--- src/rtl/tvbg_pkg.sv ---
// tvbg_pkg: shared state encoding and constants for the tv_b_gone session sequencer
package tvbg_pkg;
  typedef enum logic [2:0] {
    IDLE      = 3'd0,
    START     = 3'd1,
    WAIT_BUSY = 3'd2,
    RUN       = 3'd3,
    GAP       = 3'd4,
    ABORT     = 3'd5,
    ERROR     = 3'd6
  } state_t;
  localparam int ABORT_RESET_CYCLES = 2;
  localparam int PASS_W = 4;
endpackage

--- src/rtl/tvbg_debounce.sv ---
// tvbg_debounce: button synchronizer, debounce filter and press pulse
module tvbg_debounce #(
  parameter int DEBOUNCE_CYCLES = 80000
) (
  input  logic clock_in,
  input  logic reset_in,
  input  logic button_n_in,
  output logic pressed_out,
  output logic press_out
);
  localparam int CW = $clog2(DEBOUNCE_CYCLES + 1);
  logic [1:0] sync;
  logic level;
  logic prev;
  logic [CW-1:0] cnt;
  assign level = ~sync[1];
  always_ff @(posedge clock_in) begin
    if (reset_in) begin
      sync        <= 2'b11;
      cnt         <= '0;
      pressed_out <= 1'b0;
      prev        <= 1'b0;
      press_out   <= 1'b0;
    end else begin
      sync      <= {sync[0], button_n_in};
      prev      <= pressed_out;
      press_out <= pressed_out & ~prev;
      if (level == pressed_out)
        cnt <= '0;
      else if (cnt == CW'(DEBOUNCE_CYCLES - 1)) begin
        pressed_out <= level;
        cnt         <= '0;
      end else
        cnt <= cnt + 1'b1;
    end
  end
endmodule

--- src/rtl/tvbg_sequencer.sv ---
// tvbg_sequencer: button-driven session controller that sequences, retries and aborts tv_b_gone core passes
module tvbg_sequencer
  import tvbg_pkg::*;
#(
  parameter int DEBOUNCE_CYCLES      = 80000,
  parameter int REPEAT_COUNT         = 2,
  parameter int GAP_CYCLES           = 800000,
  parameter int MAX_RETRY            = 1,
  parameter int START_TIMEOUT_CYCLES = 16
) (
  input  logic              clock_in,
  input  logic              reset_in,
  input  logic              button_n_in,
  output logic              core_start_out,
  output logic              core_reset_out,
  input  logic              core_busy_in,
  input  logic              core_fail_in,
  output logic              active_led_out,
  output logic              fail_led_out,
  output logic [2:0]        state_out,
  output logic [PASS_W-1:0] pass_out
);
  localparam int TW = $clog2(START_TIMEOUT_CYCLES + 1);
  localparam int GW = $clog2(GAP_CYCLES + 1);
  localparam int RW = MAX_RETRY > 0 ? $clog2(MAX_RETRY + 1) : 1;
  localparam int AW = $clog2(ABORT_RESET_CYCLES + 1);
  state_t state, nx;
  logic pressed, press_pulse, press;
  logic [PASS_W-1:0] pass_cnt;
  logic [RW-1:0] retry;
  logic [TW-1:0] tmo;
  logic [GW-1:0] gap;
  logic [AW-1:0] abort_cnt;
  logic abort_fail, fail_evt, ok_evt, run_fault, can_retry, last_pass, idle_press;
  tvbg_debounce #(.DEBOUNCE_CYCLES(DEBOUNCE_CYCLES)) u_debounce (
    .clock_in    (clock_in),
    .reset_in    (reset_in),
    .button_n_in (button_n_in),
    .pressed_out (pressed),
    .press_out   (press_pulse)
  );
  assign press      = press_pulse & pressed;
  assign can_retry  = int'(retry) < MAX_RETRY;
  assign last_pass  = int'(pass_cnt) + 1 >= REPEAT_COUNT;
  assign run_fault  = state == RUN && !press && core_busy_in && core_fail_in;
  assign idle_press = (state == IDLE || state == ERROR) && nx == START;
  assign state_out  = state;
  assign pass_out   = pass_cnt;
  // press takes priority over every core event so a second press always aborts
  always_comb begin
    nx       = state;
    fail_evt = 1'b0;
    ok_evt   = 1'b0;
    case (state)
      IDLE, ERROR: nx = press ? START : state;
      START:       nx = press ? ABORT : WAIT_BUSY;
      WAIT_BUSY: begin
        if (press) nx = ABORT;
        else if (core_busy_in) nx = RUN;
        else fail_evt = tmo == '0;
      end
      RUN: begin
        if (press || core_busy_in && core_fail_in) nx = ABORT;
        else if (!core_busy_in) begin
          fail_evt = core_fail_in;
          ok_evt   = !core_fail_in;
        end
      end
      GAP:     nx = press ? ABORT : gap == '0 ? START : GAP;
      ABORT:   nx = abort_cnt == '0 ? (abort_fail ? ERROR : IDLE) : ABORT;
      default: nx = IDLE;
    endcase
    if (fail_evt) nx = can_retry ? GAP : ERROR;
    if (ok_evt) nx = last_pass ? IDLE : GAP;
  end
  always_ff @(posedge clock_in) begin
    if (reset_in) begin
      state          <= IDLE;
      pass_cnt       <= '0;
      retry          <= '0;
      tmo            <= '0;
      gap            <= '0;
      abort_cnt      <= '0;
      abort_fail     <= 1'b0;
      core_start_out <= 1'b0;
      core_reset_out <= 1'b0;
      active_led_out <= 1'b0;
      fail_led_out   <= 1'b0;
    end else begin
      state          <= nx;
      core_start_out <= nx == START;
      core_reset_out <= nx == ABORT;
      active_led_out <= state != IDLE && state != ERROR;
      tmo            <= nx == WAIT_BUSY && state != WAIT_BUSY ? TW'(START_TIMEOUT_CYCLES - 1) :
                        tmo != '0 ? tmo - 1'b1 : tmo;
      gap            <= nx == GAP && state != GAP ? GW'(GAP_CYCLES - 1) :
                        gap != '0 ? gap - 1'b1 : gap;
      abort_cnt      <= nx == ABORT && state != ABORT ? AW'(ABORT_RESET_CYCLES - 1) :
                        abort_cnt != '0 ? abort_cnt - 1'b1 : abort_cnt;
      if (nx == ABORT && state != ABORT) abort_fail <= run_fault;
      if (idle_press) begin
        fail_led_out <= 1'b0;
        pass_cnt     <= '0;
        retry        <= '0;
      end else begin
        if (nx == ERROR && state != ERROR) fail_led_out <= 1'b1;
        if (ok_evt) begin
          pass_cnt <= pass_cnt == '1 ? pass_cnt : pass_cnt + 1'b1;
          retry    <= '0;
        end
        if (fail_evt && can_retry) retry <= retry + 1'b1;
      end
    end
  end
endmodule

--- config.mk ---
export PLATFORM = sky130hd
export DESIGN_NAME = tvbg_sequencer
export DESIGN_NICKNAME = d
export VERILOG_FILES = /design/src/rtl/tvbg_pkg.sv /design/src/rtl/tvbg_debounce.sv /design/src/rtl/tvbg_sequencer.sv
export SDC_FILE = /design/constraint.sdc
export NUM_CORES = 1
export LEC_CHECK = 0
export CAP_MARGIN = 20
export CORE_AREA = 3 3 101 103
export DETAILED_ROUTE_END_ITERATION = 6
export DIE_AREA = 0 0 104 106
export PLACE_DENSITY_LB_ADDON = 0.08
export SETUP_SLACK_MARGIN = 0.3
export SLEW_MARGIN = 20
export SYNTH_ARGS = -nofsm -noshare
export SYNTH_HDL_FRONTEND = slang
export SYNTH_HIERARCHICAL = 1
export SYNTH_SLANG_ARGS = --single-unit
--- constraint.sdc ---
create_clock -name clock_in -period 3.9 [get_ports clock_in]
set_input_delay 0.975 -clock clock_in [delete_from_list [all_inputs] [get_ports clock_in]]
set_output_delay 0.975 -clock clock_in [all_outputs]
set_load 0.01 [all_outputs]
==> impl_metrics.toml, run 1 <==
[run_status]
status = "finished clean"

[final_layout]
layout.cells.non_filler = 516
drive_gt1_share_pct = 11.1
nets = 397
finish.utilization_pct = 39.9
finalInstanceArea_um2 = 3700
area_growth_pct = 14.4
diodes = 0

[setup_path]
slowest_stage = "or4b_2"
crit_chain = "clkdlybuf4s50_1 -> or4b_2 -> o211ai_1 -> a32oi_1 -> or4_4 -> a21oi_1"
cp_data_arrival_time_ns = 3.27
critical_path_buf_inv_count = 1
start_kind = "input port"
path_max_fanout = 13
critPathCaptureType = "flop"
worstSetupPathType = "in2reg"
worstPathRequired_ns = 4.16
slowest_delay_ns = 0.63
crit_family = "simple AND/OR/NAND/NOR gates"

[timing]
drv_slew = 0
tightest_slew_ns = 0.738
fin_tns_setup_ns = 0
finalCriticalPeriod_ns = 3.00
hold_viol = 0
rsz0062_at_grt = "no"
max_clock_freq_mhz = 333
final.setup.worst_slack_ns = 0.896
finalSetupViolations = 0
finClkSkew_ns = 0.0104
finalCritPeriodShare_pct = 77.0
whs_ns = 0.386
relSlewSlack_pct = 50.8

[logic_synthesis]
yosysSeqAreaShare_pct = 38.3
synth_cells = 366
synth_edf_count = 0
synth_fp_nets = 380
ys_async_sr_fraction_pct = 0
ys_ff_latch = 62
synth.yosys.warnings = 6
synth_ff_type = "dfxtp_1"
synth.cell_area_um2 = 3240
yosysUniqueCellTypes = 61
syn-mean-instance-area_um2 = 8.84

[die]
die_h_um = 106
rows = 35
initial_core_util_pct = 34.9
dieArea_um2 = 11000
fp.coreArea_um2 = 9280
die_w_um = 104
io-pin-count = 16

[clock_tree]
cts_buffer_depth = 2
cts_resized = 0
numCtsBuffers = 9
cts.sinks = 62
post_cts_buffers = 0
cts_hold_buf = 0
clock_latency_ns = 0.33
root_buffer = "clkbuf_8"
h-tree-depth = 3
cts_tree = "yes"
clk_pin_slew_worst_paths_ns = 0.06

[placement]
io_buffers = 15
post-place-cells = 501
gp_congestion = 0.804
place_ws_ns = 0.540
dpl.hpwl_mm = 5.01
place_area_um2 = 3500

[route]
wl_mm = 7.15
vias = 2607
drt_iter0_markers = 93
dr.pass1.iters = 4
vias_per_cell = 5.05
drc = 0
ant_nets = 0
wire_per_inst_um = 13.9

[grt]
grt_overflow_total = 0
track_usage_pct = 13.6
grt_pass1_wl_mm = 12.3
grt_pass1_vias = 2464
antenna_found_initial = 0
grt_max_degree = 23

[flow_run]
cap_viol_max_count = 0

[power]
irDropWorstVdd_mv = 0.221
p_per_area_nw_per_um2 = 604
finalPower_mw = 2.24
p_leak_nw = 1.25

[hold_path]
hold_path.class = "reg2reg"
-- layer usage --
layer	up-vias	GRT usage, %	part of all wire, %
met5	-	0	0
met3	9	2.67	2.3
met4	0	5.70	1.2
li1	1348	-	-
met2	22	21.4	46
met1	1228	18.1	50
-- synth_stat cells, types with 7 or more instances --
cell type / n / area, um^2
nand2_1: 24 / 90.1
dfxtp_1: 62 / 1240
nor4_1: 12 / 75.1
a21oi_1: 27 / 135
ha_1: 9 / 113
xnor2_1: 25 / 219
xor2_1: 11 / 96.3
nand4_1: 7 / 43.8
nor2b_1: 8 / 50.1
o21ai_0: 8 / 40.0
nor3_1: 19 / 95.1
nand3_1: 16 / 80.1
inv_1: 13 / 48.8
nor2_1: 35 / 131
-- cells by family after synthesis --
| family | share of synthesized area (%) |
|---|---|
| XOR/XNOR | 9.74 |
| AO/OA/AOI/OAI | 13.5 |
| adder cells (fa/ha/maj) | 3.48 |
| AND/OR/NAND/NOR | 29.0 |
| flip-flops | 38.3 |
| multiplexers | 2.09 |
| buffers and inverters | 3.90 |
-- state kept, by name, indices dropped and copies added, names as in the netlist, 2 cells and up --
register / count
gap: 20
u_debounce/cnt: 17
tmo: 5
pass_out: 4
state_out: 3
abort_cnt: 2
u_debounce/sync: 2
-- where the power goes --
group	leakage, nW	switching, mW	internal (mW)
logic	0.639	0.413	0.366
registers	0.504	0.113	0.747
clock network	0.106	0.243	0.353
total	1.25	0.770	1.47
-- layout by cell type (no fill, tap or decap), types with 5 or more instances in the layout --
cell	count
nand3_1	16
nor2_1	35
or3_1	5
xnor2_1	25
o21ai_0	8
nand4_1	7
nor4_1	12
nor3_1	19
dfxtp_1	62
nor2b_1	8
ha_1	9
clkdlybuf4s50_1	15
inv_1	13
a21oi_1	27
clkbuf_8	9
nand2_1	24
xor2_1	11
-- worst register-to-register path: cells and delay by family, from the launching register on --
family | cells | cell delay (ns)
simple gates | 2 | 1.04
compound gates | 3 | 0.32
fa+ha+maj | 1 | 0.30
buf+inv | 1 | 0.17
mux | 1 | 0.19
flops | 1 | 0.61
-- final timing paths --
path / from / end / depth (start not counted) / slack [ns]
max reg2reg: state_out[2] / gap[1] / 8 / 1.21
max: core_fail_in / gap[1] / 6 / 0.90
min reg2reg: u_debounce/prev / u_debounce/press_out / 1 / 0.39
min: u_debounce/prev / u_debounce/press_out / 1 / 0.39
-- layout make-up --
class / count / area, um^2
Clock buffer: 10 / 128
Timing Repair Buffer: 19 / 180
Inverter: 13 / 48.8
Tap cell: 129 / 161
Multi-Input combinational cell: 278 / 1870
Fill cell: 959 / 5580
Sequential cell: 62 / 1240
Clock inverter: 5 / 75.1
No activity file was read; power rests on OpenSTA's default activity.
==> run 2: changes to the inputs <==
==> constraint.sdc (replaced) <==
create_clock -name clock_in -period 2.6 [get_ports clock_in]
set_input_delay 0.65 -clock clock_in [delete_from_list [all_inputs] [get_ports clock_in]]
set_output_delay 0.65 -clock clock_in [all_outputs]
set_load 0.01 [all_outputs]
==> run 2 against run 1 <==
  * Highest routed layer unchanged
  * Clock skew rose by 0.0058 ns
  * Total power rose by 67%
  * Global-route usage rose by 0.84 points
  * Largest power group is now combinational logic
  * Register-to-register slack got worse by 1.0 ns
==> impl_metrics.toml, run 2 (synthesized netlist as in run 1, its figures left out) <==
[timing]
hold_viol = 0
max_clock_freq_mhz = 417
final.setup.worst_slack_ns = 0.203
finalCriticalPeriod_ns = 2.40
finalSetupViolations = 0
rsz0062_at_grt = "yes"
tightest_slew_ns = 0.548
fin_tns_setup_ns = 0
whs_ns = 0.370
finalCritPeriodShare_pct = 92.2
relSlewSlack_pct = 62.5
drv_slew = 0
finClkSkew_ns = 0.0162

[die]
io-pin-count = 16
fp.coreArea_um2 = 9280
rows = 35
dieArea_um2 = 11000
initial_core_util_pct = 34.9
die_w_um = 104
die_h_um = 106

[final_layout]
nFillCells = 954
area_growth_pct = 29.6
regMostFlops = "gap"
nets = 432
diodes = 0
mostFrequentLayoutCell = "dfxtp_1"
drive_gt1_share_pct = 28.4
largest_register_ffs = 20
mostFrequentLayoutCells = "dfxtp_1 (55), nor2_1 (35), buf_4 (34)"
layout.cells.non_filler = 552
reg.largest.list = "gap x20, u_debounce/cnt x17, tmo x5"

[route]
ant_nets = 0
drt_iter0_markers = 110
drc = 0
vias_per_cell = 5.03
dr.pass1.iters = 4
wl_mm = 7.86
wire_per_inst_um = 14.2
vias = 2776

[setup_path]
ff2ff_path_depth = 7
endpoint = "gap[0]"
r2r_end = "gap[0]"
worstPathRequired_ns = 2.86
cp_data_arrival_time_ns = 2.66
start_kind = "input port"
critPathCaptureType = "flop"
worstSetupPathType = "in2reg"
path_max_fanout = 7
critPathLaunch = "core_fail_in"
r2r_setup_slack_ns = 0.21
regToRegStartpoint = "pass_out[1]"

[grt]
track_usage_pct = 14.4
grt_max_degree = 19
grt_pass1_vias = 2721
grt_overflow_total = 0
antenna_found_initial = 0
grt_pass1_wl_mm = 13.0

[placement]
io_buffers = 15
dpl.hpwl_mm = 5.28
post-place-cells = 525
gp_congestion = 0.776
place_ws_ns = -0.341

[clock_tree]
h-tree-depth = 3
cts.sinks = 62
root_buffer = "clkbuf_8"
cts_hold_buf = 0
clk_pin_slew_worst_paths_ns = 0.08
numCtsBuffers = 9
cts_tree = "yes"
cts_buffer_depth = 2
clock_latency_ns = 0.34

[flow_run]
cap_viol_max_count = 0

[power]
p_leak_nw = 1.44
p_per_area_nw_per_um2 = 891
irDropWorstVdd_mv = 0.331

[run_status]
status = "finished clean"

[hold_path]
hold_path.class = "reg2reg"
-- run 2: changes by cell type in the layout (fill, tap and decap cells not counted), moves of 5 or more --
cell	change
a21oi_1	-10
a21oi_2	+10
buf_4	+30
dfxtp_1	-7
dfxtp_2	+5
-- run 2: layer usage --
metal / global-route usage [%] / part of all wire, % / wire, um
met1: 17.6 / 47 / 3680
met2: 24.8 / 50 / 3910
met3: 3.70 / 2.2 / 169
met4: 4.65 / 1.2 / 98
met5: 0 / 0 / 0
-- run 2: through the flow --
stage	util, %	instance area, um^2	power, mW
finish	45.2	4190	3.74
global placement	40.2	3730	2.59
detailed placement	40.2	3730	2.61
global route	45.2	4190	4.00
CTS	44.2	4100	3.69
floorplan	-	3300	2.30
-- run 2: worst max-delay path: stages --
cell           delay [ns]
dlygate4sd2_1        0.30
or4b_4               0.49
o211ai_1             0.29
a32oi_2              0.14
or4_4                0.63
a21oi_1              0.16
-- run 2: cell type report --
| cell class | instances | area (um^2) | share of cell area, % |
|---|---|---|---|
| clock inverter | 6 | 92.6 | 2.21 |
| timing repair buffer | 53 | 443 | 10.6 |
| inverter | 13 | 48.8 | 1.16 |
| clock buffer | 10 | 138 | 3.28 |
| tap | 129 | 161 | 3.85 |
| sequential | 62 | 1250 | 29.9 |
| multi-input combinational | 279 | 2060 | 49.0 |
-- run 2: repair_timing --
action,in CTS,in global routing
gates resized for setup,20,15
setup endpoints to repair,30,29
cloned,1,0
setup buffers,6,4
pin swaps,11,9
-- run 2: report_power, final --
part	total, mW	internal, mW	switching, mW	leakage, nW
clock	0.995	0.573	0.422	0.110
combinational	1.44	0.720	0.722	0.819
sequential	1.30	1.13	0.176	0.508
total	3.74	2.42	1.32	1.44
-- run 2: worst min-delay path by stage --
stage                     from                   end  slack (ns)  cells past startpoint
2_1_floorplan  u_debounce/prev  u_debounce/press_out        0.37                      1
3_3_place_gp   u_debounce/prev  u_debounce/press_out        0.37                      1
3_5_place_dp   u_debounce/prev  u_debounce/press_out        0.37                      1
4_1_cts        u_debounce/prev  u_debounce/press_out        0.37                      1
5_1_grt        u_debounce/prev  u_debounce/press_out        0.40                      1
6_report       u_debounce/prev  u_debounce/press_out        0.37                      1
==> run 3: changes to the inputs <==
--- a/config.mk
+++ b/config.mk
@@ -6,9 +6,9 @@
 export NUM_CORES = 1
 export LEC_CHECK = 0
 export CAP_MARGIN = 20
-export CORE_AREA = 3 3 101 103
+export CORE_AREA = 3 3 129 81
 export DETAILED_ROUTE_END_ITERATION = 6
-export DIE_AREA = 0 0 104 106
+export DIE_AREA = 0 0 132 84
 export PLACE_DENSITY_LB_ADDON = 0.08
 export SETUP_SLACK_MARGIN = 0.3
 export SLEW_MARGIN = 20
==> run 3 against run 2 <==
  * Clock power increased by 21%
  * Setup slack improved by 0.023 ns
  * Worst hold slack improved by 0.025 ns
  * Total power increased by 6.3%
  * Non-clock buffer count increased by 2
  * Global-route usage increased by 0.83 points
  * Die area increased by 0.58%
  * Critical path type is now reg2reg
  * Register-to-register slack improved by 0.02 ns
  * Largest power group unchanged
==> impl_metrics.toml, run 3 (synthesized netlist as in run 1, its figures left out) <==
[run_status]
status = "finished clean"

[die]
dieArea_um2 = 11100
io-pin-count = 16
initial_core_util_pct = 35.1
die_h_um = 84
die_w_um = 132
rows = 27
fp.coreArea_um2 = 9220

[setup_path]
crit_family = "simple AND/OR/NAND/NOR gates"
regToRegStartpoint = "pass_out[1]"
slowest_stage = "or4_4"
critPathCaptureType = "flop"
start_kind = "flop"
critical_path_buf_inv_count = 1
ff2ff_path_depth = 7
worstPathRequired_ns = 2.86
crit_chain = "inv_2 -> ha_4 -> or4b_4 -> o211ai_1 -> a32oi_2 -> or4_4 -> a31oi_1"
path_max_fanout = 7
cp_data_arrival_time_ns = 2.63
worstSetupPathType = "reg2reg"
r2r_end = "gap[5]"
worst-path-stages = 7
slowest_delay_ns = 0.64
r2r_setup_slack_ns = 0.23

[clock_tree]
clk_pin_slew_worst_paths_ns = 0.06
cts_buffer_depth = 2
cts_hold_buf = 0
cts_tree = "yes"
root_buffer = "clkbuf_16"
cts.sinks = 62
clock_latency_ns = 0.33
h-tree-depth = 3
numCtsBuffers = 9

[timing]
drv_slew = 0
hold_viol = 0
finalCriticalPeriod_ns = 2.37
finalSetupViolations = 0
finClkSkew_ns = 0.00652
relSlewSlack_pct = 52.4
max_clock_freq_mhz = 421
finalCritPeriodShare_pct = 91.3
rsz0062_at_grt = "yes"
tightest_slew_ns = 0.696

[final_layout]
diodes = 0
drive_gt1_share_pct = 29.4
largest_register_ffs = 20
reg.largest.list = "gap x20, u_debounce/cnt x17, tmo x5"
mostFrequentLayoutCell = "dfxtp_1"
nets = 434
regMostFlops = "gap"
mostFrequentLayoutCells = "dfxtp_1 (54), buf_4 (36), nor2_1 (34)"
layout.cells.non_filler = 555
nFillCells = 876
finish.utilization_pct = 46.5
area_growth_pct = 32.6

[route]
dr.pass1.iters = 4
wl_mm = 8.02
drc = 0
vias = 2794
ant_nets = 0
vias_per_cell = 5.03
wire_per_inst_um = 14.4
drt_iter0_markers = 225

[power]
irDropWorstVdd_mv = 0.434
p_leak_nw = 1.50
p_per_area_nw_per_um2 = 926

[placement]
gp_congestion = 0.828
io_buffers = 15
dpl.hpwl_mm = 5.39
post-place-cells = 527

[hold_path]
min_from = "u_debounce/prev"
hold_path.class = "reg2reg"
hold_end = "u_debounce/press_out"
holdPathStages = 1

[grt]
grt_overflow_total = 0
antenna_found_initial = 0
grt_max_degree = 30
grt_pass1_wl_mm = 13.5
grt_pass1_vias = 2581
track_usage_pct = 15.2

[flow_run]
cap_viol_max_count = 0
-- run 3: cell count changes in the layout (fill, tap and decap cells not counted), sizes merged --
| cell | before | now |
|---|---|---|
| inv | 15 | 13 |
| clkinv | 0 | 4 |
| bufinv | 2 | 1 |
| clkinvlp | 2 | 1 |
| buf | 39 | 41 |
-- run 3: area by class of cell --
class / instances / area [um^2] / area share [%]
repair buffers: 55 / 458 / 10.7
inverters: 13 / 48.8 / 1.14
clock inverters: 6 / 61.3 / 1.43
flip-flops and latches: 62 / 1260 / 29.3
clock buffers: 10 / 239 / 5.57
well taps: 130 / 163 / 3.79
multi-input cells: 279 / 2070 / 48.1
-- run 3: how the worst max path moves through the flow --
stage | slack, ns | endpoint | start
2_1_floorplan | 0.26 | gap[1] | core_fail_in
3_3_place_gp | -0.22 | gap[10] | core_fail_in
3_5_place_dp | -0.27 | gap[0] | core_fail_in
4_1_cts | 0.19 | gap[10] | pass_out[1]
5_1_grt | 0.14 | gap[10] | pass_out[1]
6_report | 0.23 | gap[5] | pass_out[1]
-- run 3: repair_timing --
item,in CTS,in global routing
cloned,1,0
resized for setup,25,15
pin swaps,13,12
endpoints found under the setup margin,28,31
buffers inserted,10,1
-- run 3: report_power, final --
| group | total, mW | internal (mW) | switching (mW) |
|---|---|---|---|
| Clock | 1.20 | 0.763 | 0.439 |
| Combinational | 1.48 | 0.727 | 0.751 |
| Sequential | 1.29 | 1.12 | 0.170 |
-- run 3: through the flow --
step                hold slack, ns  TNS, ns  worst slack (ns)  power, mW  instance area [um^2]
detailed placement           0.378    -5.22            -0.265       2.62                  3740
global placement             0.375    -4.46            -0.215       2.62                  3740
finish                       0.395        0             0.226       3.97                  4290
floorplan                    0.367        0             0.257       2.30                  3300
CTS                          0.397        0             0.194       3.94                  4220
global route                 0.414        0             0.141       4.24                  4290
-- run 3: per-layer routing --
layer  track usage [%]  vias up  share of wire [%]
met3              5.00        7                5.1
met4              4.10        0               0.87
met1              24.6     1296                 58
met2              18.3       53                 36
li1                  -     1438                  -
met5                 0        -                  0
